==> src/rtl/amp_arb.sv <==
// amp_arb: round-robin arbiter time-sharing one thermometer encoder among N_CH sources.
// Define AMP_ARB_PRIO_EN to give channel 0 strict priority over the rotation.
module amp_arb #(
    parameter int N_CH = 4,
    parameter int CHW  = 2
) (
    input  logic              clock,
    input  logic              rst_n,
    input  logic [N_CH-1:0]   req_valid,
    input  logic [N_CH*8-1:0] req_data,
    output logic [N_CH-1:0]   req_ready,
    output logic [7:0]        enc_data,
    input  logic [15:0]       enc_ap,
    output logic              rsp_valid,
    input  logic              rsp_ready,
    output logic [CHW-1:0]    rsp_ch,
    output logic [15:0]       rsp_ap
);

    logic [CHW-1:0]  r_rr_ptr;
    logic [CHW-1:0]  r_tag_ch;
    logic            r_inflight;
    logic [CHW+15:0] r_mem [2];
    logic            r_rd_ptr;
    logic            r_wr_ptr;
    logic [1:0]      r_count;

    logic            w_found;
    logic [CHW-1:0]  w_gnt;
    logic [CHW-1:0]  w_idx;
    logic            w_ptr_hold;
    logic            w_pop;
    logic [2:0]      w_occ;
    logic            w_issue_ok;
    logic            w_accept;

    function automatic logic [CHW-1:0] f_wrap(input int v);
        return CHW'(v % N_CH);
    endfunction

    always_comb begin
        w_found    = 1'b0;
        w_gnt      = '0;
        w_idx      = '0;
        w_ptr_hold = 1'b0;
        for (int k = 0; k < N_CH; k++) begin
            w_idx = f_wrap(int'(r_rr_ptr) + k);
            if (!w_found && req_valid[w_idx]) begin
                w_found = 1'b1;
                w_gnt   = w_idx;
            end
        end
`ifdef AMP_ARB_PRIO_EN
        if (req_valid[0]) begin
            w_found    = 1'b1;
            w_gnt      = '0;
            w_ptr_hold = 1'b1;
        end
`endif
    end

    // Credit counts the in-flight sample and frees the slot being popped now.
    assign w_pop      = rsp_valid & rsp_ready;
    assign w_occ      = {1'b0, r_count} + {2'b00, r_inflight} - {2'b00, w_pop};
    assign w_issue_ok = rst_n & (w_occ < 3'd2);
    assign w_accept   = w_found & w_issue_ok;

    always_comb begin
        req_ready = '0;
        for (int i = 0; i < N_CH; i++) begin
            req_ready[i] = w_accept & (w_gnt == CHW'(i));
        end
    end

    assign enc_data = w_accept ? req_data[{w_gnt, 3'b000} +: 8] : 8'h00;

    always_ff @(posedge clock or negedge rst_n) begin
        if (!rst_n) begin
            r_rr_ptr   <= '0;
            r_tag_ch   <= '0;
            r_inflight <= 1'b0;
        end else begin
            r_inflight <= w_accept;
            if (w_accept) begin
                r_tag_ch <= w_gnt;
                if (!w_ptr_hold) begin
                    r_rr_ptr <= f_wrap(int'(w_gnt) + 1);
                end
            end
        end
    end

    // A push into a full FIFO only happens alongside a pop, so it lands in the slot being freed.
    always_ff @(posedge clock or negedge rst_n) begin
        if (!rst_n) begin
            r_mem[0] <= '0;
            r_mem[1] <= '0;
            r_rd_ptr <= 1'b0;
            r_wr_ptr <= 1'b0;
            r_count  <= 2'd0;
        end else begin
            if (r_inflight) begin
                r_mem[r_wr_ptr] <= {r_tag_ch, enc_ap};
                r_wr_ptr        <= ~r_wr_ptr;
            end
            if (w_pop) begin
                r_rd_ptr <= ~r_rd_ptr;
            end
            r_count <= r_count + {1'b0, r_inflight} - {1'b0, w_pop};
        end
    end

    assign rsp_valid        = (r_count != 2'd0);
    assign {rsp_ch, rsp_ap} = r_mem[r_rd_ptr];

endmodule

==> config.mk <==
export PLATFORM = sky130hd
export DESIGN_NAME = amp_arb
export DESIGN_NICKNAME = d
export VERILOG_FILES = /design/src/rtl/amp_arb.sv
export SDC_FILE = /design/constraint.sdc
export NUM_CORES = 1
export LEC_CHECK = 0
export ABC_CLOCK_PERIOD_IN_PS = 9500
export CAP_MARGIN = 20
export CORE_ASPECT_RATIO = 1.1
export CORE_MARGIN = 3
export CORE_UTILIZATION = 48
export CTS_CLUSTER_DIAMETER = 100
export DETAILED_ROUTE_END_ITERATION = 6
export PLACE_DENSITY = 0.85
export SYNTH_ARGS = -nofsm -noshare
export SYNTH_HDL_FRONTEND = slang
export SYNTH_SLANG_ARGS = --single-unit
==> constraint.sdc <==
create_clock -name clock -period 9.5 [get_ports clock]
set_input_delay 1.9 -clock clock [delete_from_list [all_inputs] [get_ports clock]]
set_output_delay 1.9 -clock clock [all_outputs]
set_load 0.05 [all_outputs]
==> flow_results.org, run 1 <==
** Run status
- The run finished with clean final reports.

** Global routing
- In the global route stage, met2 resource usage came out at between 30% and 40%.
- Vias in the first global route :: about 1,900
- The first global-routing pass estimated approximately 8.4 mm of wire.
- Global route overflow :: 0
- The number of antenna violations at the first check in global routing came to 0.
- Global routing used between 20% and 30% of the available met1 tracks.
- Entering global routing, the biggest net connects 47 pins.
- met2 is the most crowded layer.
- For this run, global-route usage on met3 was measured as under 10%.
- Overall routing resource usage :: roughly 19%

** Clock network
- For the worst-skew pair, the clock arrives at the later sink with an insertion delay of approximately 0.3 ns.
- Num Clock Sinks :: between 40 and 50
- Clock root buffer master :: sky130_fd_sc_hd__clkbuf_8
- Maximum clock path buffer count :: 2
- The clock tree synthesis step divided the H-tree into 2 levels.
- Clock tree from TritonCTS :: yes
- TritonCTS created 5 clock buffers.
- After clock tree synthesis, the clock-pin slew on the worst setup and hold paths is about 0.08 ns.
- # Post-CTS Setup Buffers :: 0
- The number of hold buffers added after CTS was 0.
- Total of cells resized after clock tree synthesis :: 0

** Timing
- Period minus WS final :: 7.603 ns
- For the final routed database, the setup TNS stands at 0 ns.
- At the pin with the least slew margin, the transition time is ~0.95 ns.
- Setup repair after global routing left no endpoint under its margin.
- Post-route clock period utilization :: approximately 80%
- Relative slew slack :: 36.09%
- Hold Violations, Final :: 0
- Setup Viol. Count Final :: 0
- Max-slew violations :: 0
- Based on the critical path, the design can be clocked at up to 0.1315 GHz.
- On the final layout, the worst clock skew is 0.01341 ns.

** Flow run
- Max-cap violations :: 0

** Layout
- For this run, the post-layout net count is 331.
- Share of final-layout standard cells stronger than drive strength 1 :: about a quarter
- From synthesis to final layout, the design area changed by 40.91%.
- 0 antenna diodes ended up in the layout.
- The count of cells in the finished layout, fillers not included, comes to 326.

** Placement
- Port buffering added 85 buffers.
- After detailed placement, the design holds a cell count of ~320.
- Routability congestion estimate from global placement :: a little under 0.8
- Detailed placement finished with a half-perimeter wire length of ~3.7 mm.

** Hold path
- Worst Hold Depth :: 2
- Worst hold path type :: reg -> reg

** Route
- Number of DRC violations after detailed routing :: 0
- After detailed routing, the total wire length is about 5 mm.
- Once detail routing completed, the nets flagged for antenna violations numbered 0.
- Per-cell via count in the routed design :: ~5.2
- Routed vias :: ~1,700
- Wire length per cell after detailed routing :: 15.06 um
- Count of routing violations after the opening detailed-route iteration :: between 40 and 50
- For this run, the detailed router's first-pass iteration total came to 4.

** Worst setup path
- Of all nets on the critical path, the largest fanout is 14.
- The worst setup path is captured at an output pin.
- The worst setup path is of the in -> out kind.
- Register-to-Register Path Depth :: 12
- At the worst endpoint, the required time is around 7.6 ns.
- The worst setup path is launched from an input pin.
- Data on the critical path arrives at its endpoint at between 5 and 6 ns.

** Synth
- Distinct cell type count of the synthesized netlist :: 30
- Number of flip-flops and latches in the synthesized netlist :: 45
- The cell count after synthesis came out at between 150 and 200.
- Count of yosys warnings during synthesis :: 0
- Number of nets produced by synthesis :: 248
- Netlist area before placement :: between 2000 and 2500 um^2
- For this run, the register share of the synthesized area comes to between 40% and 50%.
- Average footprint of a synthesized cell :: between 10 and 15 um^2

** Die
- Once the floorplan was initialized, standard cells occupied around half of the core.
- From left edge to right edge, the die measures 72.87 um.
- The die covers roughly 5800 um^2.
- The core region is between 4000 and 5000 um^2.
- Floorplan row count :: 26
- Height of the chip :: slightly below 80 um
- Number of placed I/O pins :: between 80 and 90

** Pwr
- Worst-case vdd ir drop :: about 0.25 mV
- Power density over cell area :: around 370 nW/um^2
- In this run the static leakage power is about 0.0014 uW.
-- registers in the layout, summed over array words and instances, names as in the netlist --
signal and cells:
r_count 2, r_inflight 1, r_mem 36, r_rd_ptr 1, r_rr_ptr 2, r_tag_ch 2
r_wr_ptr 1
-- cell usage in the layout, fill, tap and decap left out, drive strengths merged --
master         count
mux2i             16
xor2               2
dfrtp             45
nand3              2
clkdlybuf4s50     84
bufinv             1
o211a              1
nor2               3
o22ai              8
o21a               1
buf                2
inv                9
clkbuf             7
nand2              8
nand2b             1
xnor2              1
and4               1
and2               5
fa                 1
o21ai              6
or2                1
a21boi             1
nand3b             2
mux2              52
ha                 6
nor2b              2
a21oi              2
-- area by class of cell --
cell class	count	area, um^2
Fill cell	351	1358
Multi-Input combinational cell	122	1127
Sequential cell	45	1126
Timing Repair Buffer	86	853.3
Clock buffer	7	86.33
Tap cell	56	70.07
Inverter	9	33.78
Clock inverter	1	30.03
-- power by group --
part,internal [uW],switching (uW),total [uW]
combinational,318,422,740
clock,85.7,60.6,146
sequential,287,65.1,353
-- cells in the mapped netlist --
master | count | share of area (%)
sky130_fd_sc_hd__nand2b_1 | 1 | 0.27
sky130_fd_sc_hd__o21ai_2 | 1 | 0.37
sky130_fd_sc_hd__and4_1 | 1 | 0.37
sky130_fd_sc_hd__a21boi_1 | 1 | 0.32
sky130_fd_sc_hd__nor2b_4 | 1 | 0.58
sky130_fd_sc_hd__nand3b_1 | 2 | 0.64
sky130_fd_sc_hd__o22ai_1 | 8 | 2.1
sky130_fd_sc_hd__fa_1 | 1 | 0.85
sky130_fd_sc_hd__nand3_1 | 2 | 0.42
sky130_fd_sc_hd__o21ai_1 | 1 | 0.21
sky130_fd_sc_hd__o211a_1 | 1 | 0.42
sky130_fd_sc_hd__o21a_1 | 1 | 0.32
sky130_fd_sc_hd__nor2b_1 | 1 | 0.27
sky130_fd_sc_hd__buf_2 | 6 | 1.3
sky130_fd_sc_hd__inv_1 | 9 | 1.4
sky130_fd_sc_hd__dfrtp_1 | 45 | 48
sky130_fd_sc_hd__xnor2_1 | 1 | 0.37
sky130_fd_sc_hd__ha_1 | 6 | 3.2
sky130_fd_sc_hd__and2_1 | 5 | 1.3
sky130_fd_sc_hd__or2_2 | 1 | 0.27
sky130_fd_sc_hd__o21ai_0 | 4 | 0.85
sky130_fd_sc_hd__mux2i_1 | 16 | 6.8
sky130_fd_sc_hd__clkbuf_1 | 1 | 0.16
sky130_fd_sc_hd__mux2_2 | 52 | 25
sky130_fd_sc_hd__buf_12 | 1 | 0.85
sky130_fd_sc_hd__nor2_1 | 3 | 0.48
sky130_fd_sc_hd__xor2_1 | 2 | 0.74
sky130_fd_sc_hd__buf_6 | 2 | 0.95
sky130_fd_sc_hd__nand2_1 | 8 | 1.3
sky130_fd_sc_hd__a21oi_1 | 2 | 0.42
-- path summary, 6_finish.rpt --
path	startpoint	endpoint	slack [ns]
worst max-delay path	rsp_ready	enc_data[0]	1.90
worst max register to register	r_count[1]	r_tag_ch[1]	6.19
worst min-delay path	r_mem[16]	r_mem[16]	0.48
worst min register to register	r_mem[16]	r_mem[16]	0.48
max in group asynchronous	rst_n	r_mem[35]	7.42
min in group asynchronous	rst_n	r_mem[11]	1.67
-- worst max-delay path, stage by stage --
cell,delay (ns)
sky130_fd_sc_hd__clkdlybuf4s50_1,0.45
sky130_fd_sc_hd__and2_1,0.15
sky130_fd_sc_hd__ha_1,0.23
sky130_fd_sc_hd__inv_1,0.06
sky130_fd_sc_hd__ha_1,0.14
sky130_fd_sc_hd__inv_1,0.05
sky130_fd_sc_hd__fa_1,0.38
sky130_fd_sc_hd__xnor2_1,0.15
sky130_fd_sc_hd__nand3_1,0.09
sky130_fd_sc_hd__a21oi_1,0.64
sky130_fd_sc_hd__nand2_1,0.36
sky130_fd_sc_hd__o22ai_1,0.27
sky130_fd_sc_hd__clkdlybuf4s50_1,0.83
-- cells by family (layout without fill, tap and decap cells) --
logic type | Yosys count | count (layout) | share of synthesized area, %
fa+ha+maj | 7 | 7 | 4.028
flops | 45 | 45 | 47.69
xor+xnor | 3 | 3 | 1.113
simple gates | 25 | 25 | 5.883
buf+inv | 19 | 103 | 4.663
compound gates | 19 | 19 | 5.035
mux | 68 | 68 | 31.58
-- metal layers --
metal,vias to the layer above,share of wire (%)
li1,817,-
met1,818,41
met2,64,50
met3,6,7.2
met4,0,1.5
met5,-,0
-- stage by stage --
| step | worst slack [ns] | hold slack (ns) | power [uW] | cell area [um^2] | utilization (%) |
|---|---|---|---|---|---|
| 2_1_floorplan | 3.252 | 0.4444 | 900.8 | 2361 | - |
| 3_3_place_gp | 1.985 | 0.4556 | 1090 | 3211 | 68.54 |
| 3_5_place_dp | 1.870 | 0.4647 | 1106 | 3211 | 68.54 |
| 4_1_cts | 1.849 | 0.4838 | 1254 | 3327 | 71.02 |
| 5_1_grt | 1.537 | 0.5261 | 1311 | 3327 | 71.02 |
| 6_report | 1.897 | 0.4815 | 1239 | 3327 | 71.02 |
(Power assumes the default switching activity.)
==> run 2, diff against run 1 <==
==> config.mk (replaced) <==
export PLATFORM = sky130hd
export DESIGN_NAME = amp_arb
export DESIGN_NICKNAME = d
export VERILOG_FILES = /design/src/rtl/amp_arb.sv
export SDC_FILE = /design/constraint.sdc
export NUM_CORES = 1
export LEC_CHECK = 0
export ABC_CLOCK_PERIOD_IN_PS = 6680
export CAP_MARGIN = 20
export CORE_ASPECT_RATIO = 1.1
export CORE_MARGIN = 3
export CORE_UTILIZATION = 40
export CTS_CLUSTER_DIAMETER = 100
export DETAILED_ROUTE_END_ITERATION = 6
export PLACE_DENSITY = 0.76
export SYNTH_ARGS = -nofsm -noshare
export SYNTH_HDL_FRONTEND = slang
export SYNTH_SLANG_ARGS = --single-unit
==> constraint.sdc (replaced) <==
create_clock -name clock -period 6.68 [get_ports clock]
set_input_delay 1.336 -clock clock [delete_from_list [all_inputs] [get_ports clock]]
set_output_delay 1.336 -clock clock [all_outputs]
set_load 0.05 [all_outputs]
==> run 2 against run 1 <==
Power increased by 38%; clock power increased by 9%; first-iteration DRC count increased by 19%; critical path depth increased by 1; via count increased by 1.7%; clock skew decreased by 0.0075 ns; count of clock-buffer cells in the layout decreased by 1; non-clock buffer count increased by 1; largest power group unchanged; sequential cell count unchanged; register-to-register slack got worse by 2.3 ns; global-route usage decreased by 3.3 points; utilization decreased by 11 points.
==> flow_results.org, run 2 (synthesized netlist as in run 1, its figures left out) <==
** Layout
- Area added between synthesis and finish :: 40.06%
- Leading cell type in the layout, fill and taps excluded :: sky130_fd_sc_hd__clkdlybuf4s50_1
- Fillers :: 494 (+41%)
- The footprint of the flip-flops and latches came to 1126 um^2 (unchanged).
- The flip-flop count of the largest register after layout came to 36 (unchanged).
- r_mem holds more flip-flops than any other register.
- The count of nets after finishing came to 332 (+0.30%).
- The top cell types in the final layout, fill and taps aside, are sky130_fd_sc_hd__clkdlybuf4s50_1 (77), sky130_fd_sc_hd__mux2_2 (52), sky130_fd_sc_hd__dfrtp_1 (45), sky130_fd_sc_hd__mux2i_1 (16).
- Ant diodes :: 0 (unchanged)
- The share of layout cells above drive strength 1 was 26.94% (+2.9 points).
- The multi-input logic area came to 1127 um^2 (unchanged).

** Clock network
- Clock tree from TritonCTS :: yes
- The clock sink count was 45 (unchanged).
- Clock root buffer master :: sky130_fd_sc_hd__clkbuf_8
- The clock-pin slew of the registers on the worst-case setup and hold paths is 0.08 ns (about the same).
- The H-tree depth came to 2 (unchanged).
- The post-cts gate resize count came to 0 (unchanged).
- Maximum clock path buffer count :: 2 (unchanged)
- The buffers inserted during post-CTS setup optimization was 0 (unchanged).
- Number of buffers created by CTS :: 5 (unchanged)
- CTS hold repair buffers :: 0 (unchanged)
- The clock insertion delay at the later pin of the skew report was 0.29 ns (about the same).

** Die
- Area of the die :: 6861 um^2 (+18%)
- Horizontal die dimension :: 79.25 um (+8.8%)
- The number of ports placed on the die boundary is 86 (unchanged).
- The starting density of the core is 42.65% (-7.7 points).
- The core outline area was 5535 um^2 (+18%).
- The die outline height came to 86.58 um (+8.8%).
- The row count was 28 (+7.7%).

** Timing
- The count of endpoints failing hold in the final timing report is 0 (unchanged).
- Worst hold margin :: 0.4833 ns (+0.001828 ns)
- Setup repair after global routing missed its margin :: no
- Tightest Pin Transition :: 0.9553 ns (+0.0009588 ns)
- Relative slew slack :: 36.02% (-0.064 points)
- Setup skew after layout :: 0.005913 ns (-0.007496 ns)
- The worst path in the final design needs a cycle of 5.862 ns, including I/O delays and setup.
- Setup Viol. Count Final :: 0 (unchanged)
- The final critical path takes up slightly below 90% of the cycle.
- Max-slew violations :: 0 (unchanged)
- Aggregate negative setup slack :: 0 ns (unchanged)
- Highest attainable clock frequency :: roughly 0.17 GHz

** Route
- The post-detailed-route wirelength per cell is 14.29 um (-5.1%).
- Number of nets with antenna violations after detailed routing :: 0 (unchanged)
- Per-cell via count in the routed design :: 5.012 (-4.2%)
- The post-route DRC violation count was 0 (unchanged).
- Total wire length after detailed routing :: 4.944 mm (+0.69%)
- The total via count after detailed routing came to 1,734 (+1.7%).
- The count of TritonRoute iterations in the first routing pass came to 4 (unchanged).
- The DRC marker count from the first detailed-route iteration came to 51 (+19%).

** Pwr
- The portion of total power attributed to combinational logic was 61.6% (+1.9 points).
- Sequential group share of total power :: 29.1% (+0.7 points)
- The switching share of power was 45.58% (+1.4 points).
- Leakage power summed over all cells :: 0.001424 uW (+0.37%)
- Worst-case vdd ir drop :: 0.2873 mV (+16%)
- The internal power component came to 932.9 uW (+35%).
- Power density over cell area :: 518.5 nW/um^2 (+39%)
- The proportion of power drawn by the clock network was 9.3% (-2.5 points).
- Switching power of the nets :: 781.6 uW (+43%)

** Global routing
- The wire length of the first global-routing pass is 8.224 mm (-2.0%).
- The maximum number of pins on one net before global-route repair came to 46 (-2.1%).
- The total grt overflow is 0 (unchanged).
- The total routing usage reported by global routing is 15.29% (-3.3 points).
- Vias in the first global route :: 1,853 (-1.5%)
- Antenna violations before repair :: 0 (unchanged)

** Placement
- Half-perimeter wire length after detailed placement :: 3.768 mm (+0.51%)
- Routability congestion estimate from global placement :: 0.7672 (-0.17%)
- The count of buffers inserted at the top-level ports was 85 (unchanged).

** Flow run
- Max-cap violations :: 0 (unchanged)

** Worst setup path
- Startpoint type of the worst setup path :: input pin
- The critical path is of the in -> out type.
- The endpoint required time on the critical path was 5.34 ns (-2.26 ns).
- Maximum net fanout on the critical path :: 14 (unchanged)
- The arrival time of data at the critical path endpoint is 4.53 ns (-1.17 ns).
- The register-to-register setup slack was 3.85 ns (-2.34 ns).
- Crit. End Element :: output pin

** Hold path
- Worst hold path type :: reg -> reg

** Run status
- The run finished with clean final reports.
[run 2: cell count changes in the layout (fill, tap and decap cells not counted), sizes merged]
cell and change:
clkinv +2, bufinv -1, clkbuf -1, buf +8
clkdlybuf4s50 -7
[run 2: power by group through the flow]
stage | registers [uW] | clock network (uW) | logic [uW]
floorplan | 462 | 0 | 819
global placement | 501 | 0 | 1050
detailed placement | 506 | 0 | 1070
CTS | 501 | 164 | 1070
global route | 522 | 180 | 1120
finish | 499 | 159 | 1060
[run 2: cell type report]
cell class,count,area share [%]
multi-input cells,122,34.09
flip-flops and latches,45,34.05
repair buffers,87,25.50
well taps,75,2.838
clock buffers,6,2.194
inverters,9,1.022
clock inverters,2,0.3027
[run 2: per-layer routing]
layer	track usage (%)	part of all wire (%)
met1	16.54	41
met2	28.71	52
met3	4.886	6.5
met4	3.750	0.65
met5	0	0
[run 2: through the flow]
stage                     area, um^2  std cells  total power, uW  util, %  setup WS [ns]
after floorplan                 2361        186             1281        -          1.560
after global routing            3307        346             1823    59.74         0.5912
final                           3307        346             1715    59.74         0.8181
after CTS                       3307        346             1736    59.74         0.8224
after global placement          3224        338             1554    58.25         0.9057
after detailed placement        3224        338             1574    58.25         0.8564
[run 2: worst max-delay path: stages]
cell                              delay, ns
sky130_fd_sc_hd__clkdlybuf4s50_1       0.45
sky130_fd_sc_hd__and2_1                0.15
sky130_fd_sc_hd__ha_1                  0.24
sky130_fd_sc_hd__inv_1                 0.06
sky130_fd_sc_hd__ha_1                  0.13
sky130_fd_sc_hd__inv_1                 0.05
sky130_fd_sc_hd__fa_1                  0.37
sky130_fd_sc_hd__xnor2_1               0.15
sky130_fd_sc_hd__nand3_1               0.10
sky130_fd_sc_hd__a21oi_1               0.13
sky130_fd_sc_hd__buf_4                 0.20
sky130_fd_sc_hd__nand2_1               0.11
sky130_fd_sc_hd__o22ai_1               0.20
sky130_fd_sc_hd__clkdlybuf4s50_1       0.84
[run 2: path summary, 6_finish.rpt]
path	cells past startpoint	endpoint	startpoint
min	2	r_mem[17]	r_mem[17]
min reg2reg	2	r_mem[17]	r_mem[17]
max in group asynchronous	2	r_mem[35]	rst_n
max	14	enc_data[2]	rsp_ready
min in group asynchronous	2	r_rr_ptr[1]	rst_n
max reg2reg	13	r_tag_ch[1]	r_count[1]
